## src/rtl/avg_unpool_2x2_pkg.sv

```systemverilog
// Shared constants and types for the 2x2 nearest-neighbour unpooler.
// The optional divide-by-4 path is selected by the AVG_UNPOOL_SCALE_EN macro.
package avg_unpool_2x2_pkg;

   localparam int unsigned DATA_W_DEF = 16;
   localparam int unsigned FM_IN_DIM  = 14;
   localparam int unsigned FM_OUT_DIM = 28;
   localparam int unsigned POOL_K     = 2;

   typedef logic signed [DATA_W_DEF-1:0] pixel_t;

   // Counter/address width for a range of n values (never below 1 bit)
   function automatic int unsigned cnt_w(input int unsigned n);
      return (n > 1) ? $clog2(n) : 1;
   endfunction

endpackage

```

## src/rtl/avg_unpool_2x2_if.sv

```systemverilog
// Input and output pixel streams of the unpooler, bundled as one interface.
interface avg_unpool_2x2_if
   import avg_unpool_2x2_pkg::*;
#(
   parameter int unsigned DATA_W = DATA_W_DEF
);
   logic [DATA_W-1:0] in_data;
   logic              in_valid;
   logic              in_ready;
   logic [DATA_W-1:0] out_data;
   logic              out_valid;
   logic              out_ready;
   logic              out_eol;
   logic              out_eof;

   modport master (
      output in_data, in_valid, out_ready,
      input  in_ready, out_data, out_valid, out_eol, out_eof
   );

   modport slave (
      input  in_data, in_valid, out_ready,
      output in_ready, out_data, out_valid, out_eol, out_eof
   );
endinterface

```

## src/rtl/avg_unpool_linebuf.sv

```systemverilog
// One-row pixel store: written on even output rows, read back for odd rows.
module avg_unpool_linebuf
   import avg_unpool_2x2_pkg::*;
#(
   parameter  int unsigned DATA_W = DATA_W_DEF,
   parameter  int unsigned DEPTH  = FM_IN_DIM,
   localparam int unsigned AW     = cnt_w(DEPTH)
) (
   input  logic              clk,
   input  logic              we,
   input  logic [AW-1:0]     waddr,
   input  logic [DATA_W-1:0] wdata,
   input  logic [AW-1:0]     raddr,
   output logic [DATA_W-1:0] rdata
);

   logic [DATA_W-1:0] mem [DEPTH];

   always_ff @(posedge clk) begin
      if (we) begin
         mem[waddr] <= wdata;
      end
   end

   assign rdata = mem[raddr];

endmodule

```

## src/rtl/avg_unpool_2x2.sv

```systemverilog
// Streaming 2x2 nearest-neighbour unpooler: each input pixel fills its 2x2 output window.
// Build option AVG_UNPOOL_SCALE_EN divides every pixel by 4 (arithmetic shift).
module avg_unpool_2x2
   import avg_unpool_2x2_pkg::*;
#(
   parameter int unsigned DATA_W = DATA_W_DEF,
   parameter int unsigned IN_W   = FM_IN_DIM,
   parameter int unsigned IN_H   = FM_IN_DIM
) (
   input logic             clk,
   input logic             rst,
   avg_unpool_2x2_if.slave bus
);

   localparam int unsigned OUT_W = POOL_K * IN_W;
   localparam int unsigned OUT_H = POOL_K * IN_H;
   localparam int unsigned COL_W = cnt_w(OUT_W);
   localparam int unsigned ROW_W = cnt_w(OUT_H);
   localparam int unsigned AW    = cnt_w(IN_W);
   localparam logic [COL_W-1:0] COL_LAST = COL_W'(OUT_W - 1);
   localparam logic [ROW_W-1:0] ROW_LAST = ROW_W'(OUT_H - 1);

   logic [DATA_W-1:0] data_q, data_n;
   logic              valid_q, valid_n;
   logic              rep_q, rep_n;
   logic [COL_W-1:0]  col_q, col_n;
   logic [ROW_W-1:0]  row_q, row_n;

   logic              hs, slot, load, ld_odd, in_ready_c;
   logic [AW-1:0]     lb_addr;
   logic [DATA_W-1:0] in_pix, lb_rdata;

`ifdef AVG_UNPOOL_SCALE_EN
   assign in_pix = DATA_W'($signed(bus.in_data) >>> 2);
`else
   assign in_pix = bus.in_data;
`endif

   always_ff @(posedge clk) begin
      if (rst) begin
         data_q  <= '0;
         valid_q <= 1'b0;
         rep_q   <= 1'b0;
         col_q   <= '0;
         row_q   <= '0;
      end else begin
         data_q  <= data_n;
         valid_q <= valid_n;
         rep_q   <= rep_n;
         col_q   <= col_n;
         row_q   <= row_n;
      end
   end

   // Position counters and two-copy replication; the loaded beat sits at the post-handshake position
   always_comb begin
      data_n  = data_q;
      valid_n = valid_q;
      rep_n   = rep_q;
      col_n   = col_q;
      row_n   = row_q;

      hs   = valid_q & bus.out_ready;
      slot = ~valid_q | (bus.out_ready & rep_q);

      if (hs) begin
         if (col_q == COL_LAST) begin
            col_n = '0;
            row_n = (row_q == ROW_LAST) ? '0 : row_q + ROW_W'(1);
         end else begin
            col_n = col_q + COL_W'(1);
         end
      end

      ld_odd     = row_n[0];
      lb_addr    = AW'(col_n >> 1);
      in_ready_c = slot & ~ld_odd & ~rst;
      load       = slot & (ld_odd | bus.in_valid) & ~rst;

      if (hs) begin
         if (rep_q) begin
            rep_n   = 1'b0;
            valid_n = 1'b0;
         end else begin
            rep_n   = 1'b1;
         end
      end

      if (load) begin
         data_n  = ld_odd ? lb_rdata : in_pix;
         valid_n = 1'b1;
         rep_n   = 1'b0;
      end
   end

   avg_unpool_linebuf #(
      .DATA_W (DATA_W),
      .DEPTH  (IN_W)
   ) u_linebuf (
      .clk   (clk),
      .we    (in_ready_c & bus.in_valid),
      .waddr (lb_addr),
      .wdata (in_pix),
      .raddr (lb_addr),
      .rdata (lb_rdata)
   );

   assign bus.in_ready  = in_ready_c;
   assign bus.out_data  = data_q;
   assign bus.out_valid = valid_q;
   assign bus.out_eol   = valid_q & (col_q == COL_LAST);
   assign bus.out_eof   = valid_q & (col_q == COL_LAST) & (row_q == ROW_LAST);

endmodule
```

## src/flat_wrapper.sv

```systemverilog
// flat-port wrapper written by rule: the top's interface ports become plain ports
module avg_unpool_2x2_flat import avg_unpool_2x2_pkg::*;
#(
   parameter int unsigned DATA_W = DATA_W_DEF,
   parameter int unsigned IN_W   = FM_IN_DIM,
   parameter int unsigned IN_H   = FM_IN_DIM
)
  (clk, rst, bus_in_data, bus_in_valid, bus_out_ready, bus_in_ready, bus_out_data, bus_out_valid, bus_out_eol, bus_out_eof);
  avg_unpool_2x2_if #(.DATA_W(DATA_W)) bus_i ();
  input logic clk;
  input logic rst;
  input wire logic [$bits(bus_i.in_data)-1:0] bus_in_data;
  input wire logic [$bits(bus_i.in_valid)-1:0] bus_in_valid;
  input wire logic [$bits(bus_i.out_ready)-1:0] bus_out_ready;
  output wire logic [$bits(bus_i.in_ready)-1:0] bus_in_ready;
  output wire logic [$bits(bus_i.out_data)-1:0] bus_out_data;
  output wire logic [$bits(bus_i.out_valid)-1:0] bus_out_valid;
  output wire logic [$bits(bus_i.out_eol)-1:0] bus_out_eol;
  output wire logic [$bits(bus_i.out_eof)-1:0] bus_out_eof;
  assign bus_i.in_data = bus_in_data;
  assign bus_i.in_valid = bus_in_valid;
  assign bus_i.out_ready = bus_out_ready;
  assign bus_in_ready = bus_i.in_ready;
  assign bus_out_data = bus_i.out_data;
  assign bus_out_valid = bus_i.out_valid;
  assign bus_out_eol = bus_i.out_eol;
  assign bus_out_eof = bus_i.out_eof;
  avg_unpool_2x2 #(.DATA_W(DATA_W), .IN_W(IN_W), .IN_H(IN_H)) u_core (.clk(clk), .rst(rst), .bus(bus_i));
endmodule
```

## config.mk

```make
export PLATFORM = sky130hd
export DESIGN_NAME = avg_unpool_2x2_flat
export DESIGN_NICKNAME = d
export VERILOG_FILES = /design/src/rtl/avg_unpool_2x2_pkg.sv /design/src/rtl/avg_unpool_2x2_if.sv /design/src/rtl/avg_unpool_linebuf.sv /design/src/rtl/avg_unpool_2x2.sv /design/src/flat_wrapper.sv
export SDC_FILE = /design/constraint.sdc
export NUM_CORES = 1
export LEC_CHECK = 0
export ABC_AREA = 1
export BUFFER_PORTS_ARGS = -buffer_cell sky130_fd_sc_hd__buf_2
export CAP_MARGIN = 20
export CORE_MARGIN = 2
export CORE_UTILIZATION = 60
export CTS_BUF_LIST = sky130_fd_sc_hd__clkbuf_4
export DETAILED_ROUTE_END_ITERATION = 10
export GPL_TIMING_DRIVEN = 0
export PLACE_DENSITY = 0.78
export SLEW_MARGIN = 0
export SYNTH_ARGS = -nofsm -noshare
export SYNTH_HDL_FRONTEND = slang
export SYNTH_SLANG_ARGS = --single-unit
export TNS_END_PERCENT = 100
```

## constraint.sdc

```tcl
create_clock -name clk -period 2.89 [get_ports clk]
set_input_delay 0.1445 -clock clk [delete_from_list [all_inputs] [get_ports clk]]
set_output_delay 0.1445 -clock clk [all_outputs]
set_load 0.02 [all_outputs]
```

==> impl_metrics.ini <==
[clock_network]
cts_sinks = 252
cts-buffers-inserted = 61
clk_pin_slew_worst_paths_ns = 0.07
clkLatencyLatePin_ns = 0.73
cts_tree = built
root_buffer = clkbuf_4
clockBufferDepth = 3
cts_max_level = 2

[global_routing]
grt-ovfl-total = 0
antenna_found_initial = 1
grt_pass1_vias = 7792
grt_max_degree = 17
use_met1_pct = 41.2
grt_util_met2_pct = 46.7
met3_usage_pct = 7.31
track_usage_pct = 30.2
grt_pass1_wl_mm = 41.6
busiest_layer = met2

[synthesis]
synth_top_family_by_area = simple AND/OR/NAND/NOR gates
yosysWarnings = 0
synth_adder_area_share_pct = 0.232
synth-simple-area-share_pct = 27.7
seq_area_frac_synth_pct = 67.7
ys.flop_type = edfxtp_1
avgSynthCellArea_um2 = 9.80
synth_compound_area_share_pct = 1.06
synth_seq_cells = 252
synth_edf_count = 224
synth_nets = 1121
synth.area.mux_share_pct = 0
synth_xor_area_share_pct = 0.163
yosysUniqueCellTypes = 29
netlist_area_um2 = 10800
synthCells = 1099
async_flop_share_pct = 0

[power_and_ir_drop]
power.total_mw = 7.78
leakage_nw = 5.53
ir_drop_mv = 0.401
powerDensity_nw_per_um2 = 612

[timing]
fin_worst_skew_ns = 0.0666
finalHoldViolations = 0
maxSlewHeadroom_pct = 65.2
worstMarginPinSlew_ns = 0.522
finalCritPeriodShare_pct = 97.5
maxSlewViolCount = 0
worst_hold_slack_ns = 0.367
setup_viol = 0
fin_crit_ns = 2.82
max_clock_freq_mhz = 355

[routing]
wl_per_cell_um = 18.3
post_drt_via_cell_ratio = 5.51
wl_mm = 27.9
first_pass_iters = 6
drc_errors = 0
drt_iter0_drc = 1283
vias = 8391
final_antenna_net_count = 0

[setup_path]
crit_type = reg2reg
slowest_stage = dfxtp_1
crit_buf_inv = 3
worstPathCellList = ha_1 -> nand2_1 -> inv_2 -> nand2_4 -> nor2_8 -> nand2_1 -> o21ai_2 -> nand3_4 -> inv_4 -> nand3_2 -> nor2_2 -> buf_8
crit_top_cell = nand2_1
cp_data_arrival_time_ns = 3.19
crit_family = simple AND/OR/NAND/NOR gates
path_max_fanout = 15
slowest_delay_ns = 0.40
end_kind = flop
required_ns = 3.26
crit_path_start_kind = flop
reg2reg_slack_ns = 0.07

[min_path]
hp-class = in2reg

[run_status]
status = finished clean

[die]
die_area_um2 = 19000
core_um2 = 17400
rows = 48
die_h_um = 138
initial_core_util_pct = 61.8
die_x_um = 138
pin_count = 40

[placement]
io_buffers = 37
placedCellCount = 1373
dp_hpwl_mm = 17.1
gp_congestion = 0.883

[layout]
fill_cells = 1201
multi_input_area_um2 = 3260
ff_latch_area_um2 = 7290
fin_cells = 1523
final_cell_mix = 617 x nand2_1, 224 x edfxtp_1, 99 x clkbuf_4, 68 x buf_2, 54 x nor2_1
drive_gt1_share_pct = 18.9
finish.utilization_pct = 73.0
nNetsFinal = 1266
final_common_cell = nand2_1
area_growth_pct = 18.1

[run]
cap_violations = 0
==> logic make-up (layout without fill, tap and decap cells) <==
logic type | Yosys count | in the layout
other | 0 | 1
adder cells (fa/ha/maj) | 2 | 2
AND/OR/NAND/NOR | 750 | 750
flip-flops | 252 | 252
XOR/XNOR | 2 | 2
buffers and inverters | 71 | 269
AO/OA/AOI/OAI | 22 | 22
==> where the power goes <==
group	switching (mW)	internal [mW]	leakage, nW
Combinational	0.457	0.188	2.77
Sequential	0.0141	3.99	2.24
Clock	1.40	1.72	0.512
Total	1.87	5.91	5.53
==> per-stage QoR <==
stage	TNS (ns)	setup slack (ns)	cell area, µm²
2_1_floorplan	0	0.227	10800
3_3_place_gp	-158.70	-0.943	11200
3_5_place_dp	-29.89	-0.534	11400
4_1_cts	-0.395	-0.0307	12700
5_1_grt	-0.511	-0.0407	12700
6_report	0	0.0725	12700
==> sequential cells by signal (all words and copies together) (netlist names) <==
register	cells
u_core.u_linebuf.mem	224
u_core.bus.out_data	16
u_core.col_q	5
u_core.row_q	5
u_core.bus.out_valid	1
u_core.rep_q	1
==> per-layer routing <==
metal  vias to the layer above  wire (µm)
met2                       532      13100
met3                        83       3030
met1                      3859      10800
met5                         -          0
met4                         0        948
li1                       3917          -
==> cell usage after synthesis, types with 5 or more instances <==
library cell | n | area [µm²]
a21oi_1 | 15 | 75.1
buf_2 | 31 | 155
buf_4 | 10 | 75.1
clkbuf_1 | 5 | 18.8
dfxtp_1 | 28 | 561
edfxtp_1 | 224 | 6730
inv_1 | 19 | 71.3
inv_2 | 5 | 18.8
nand2_1 | 617 | 2320
nand3_1 | 38 | 190
nand4_1 | 6 | 37.5
nor2_1 | 69 | 259
==> path summary, 6_finish.rpt <==
check                          start                           end  depth (start not counted)
max                  u_core.col_q[1]   u_core.u_linebuf.mem[1][15]                         12
min                  bus_in_data[15]  u_core.u_linebuf.mem[13][15]                          2
max reg2reg          u_core.col_q[1]   u_core.u_linebuf.mem[1][15]                         12
min reg2reg  u_core.bus.out_data[14]       u_core.bus.out_data[14]                          2
==> final cells by class <==
type	count	area share [%]
plain buffers	47	2.00
well taps	225	2.21
repair buffers	82	5.32
inverters	24	0.728
diodes	1	0.0197
clock buffers	99	5.85
multi-input cells	776	25.6
clock inverters	17	0.925
flip-flops and latches	252	57.3
==> repair_timing <==
item                                    CTS  global route
buffers inserted                         11             2
pin swaps                                 8             1
endpoints found under the setup margin  143           224
resized for setup                        14             7
cloned                                    0             0
hold endpoints to repair                243             0
hold buffers                             20             0
(Power assumes the default switching activity.)
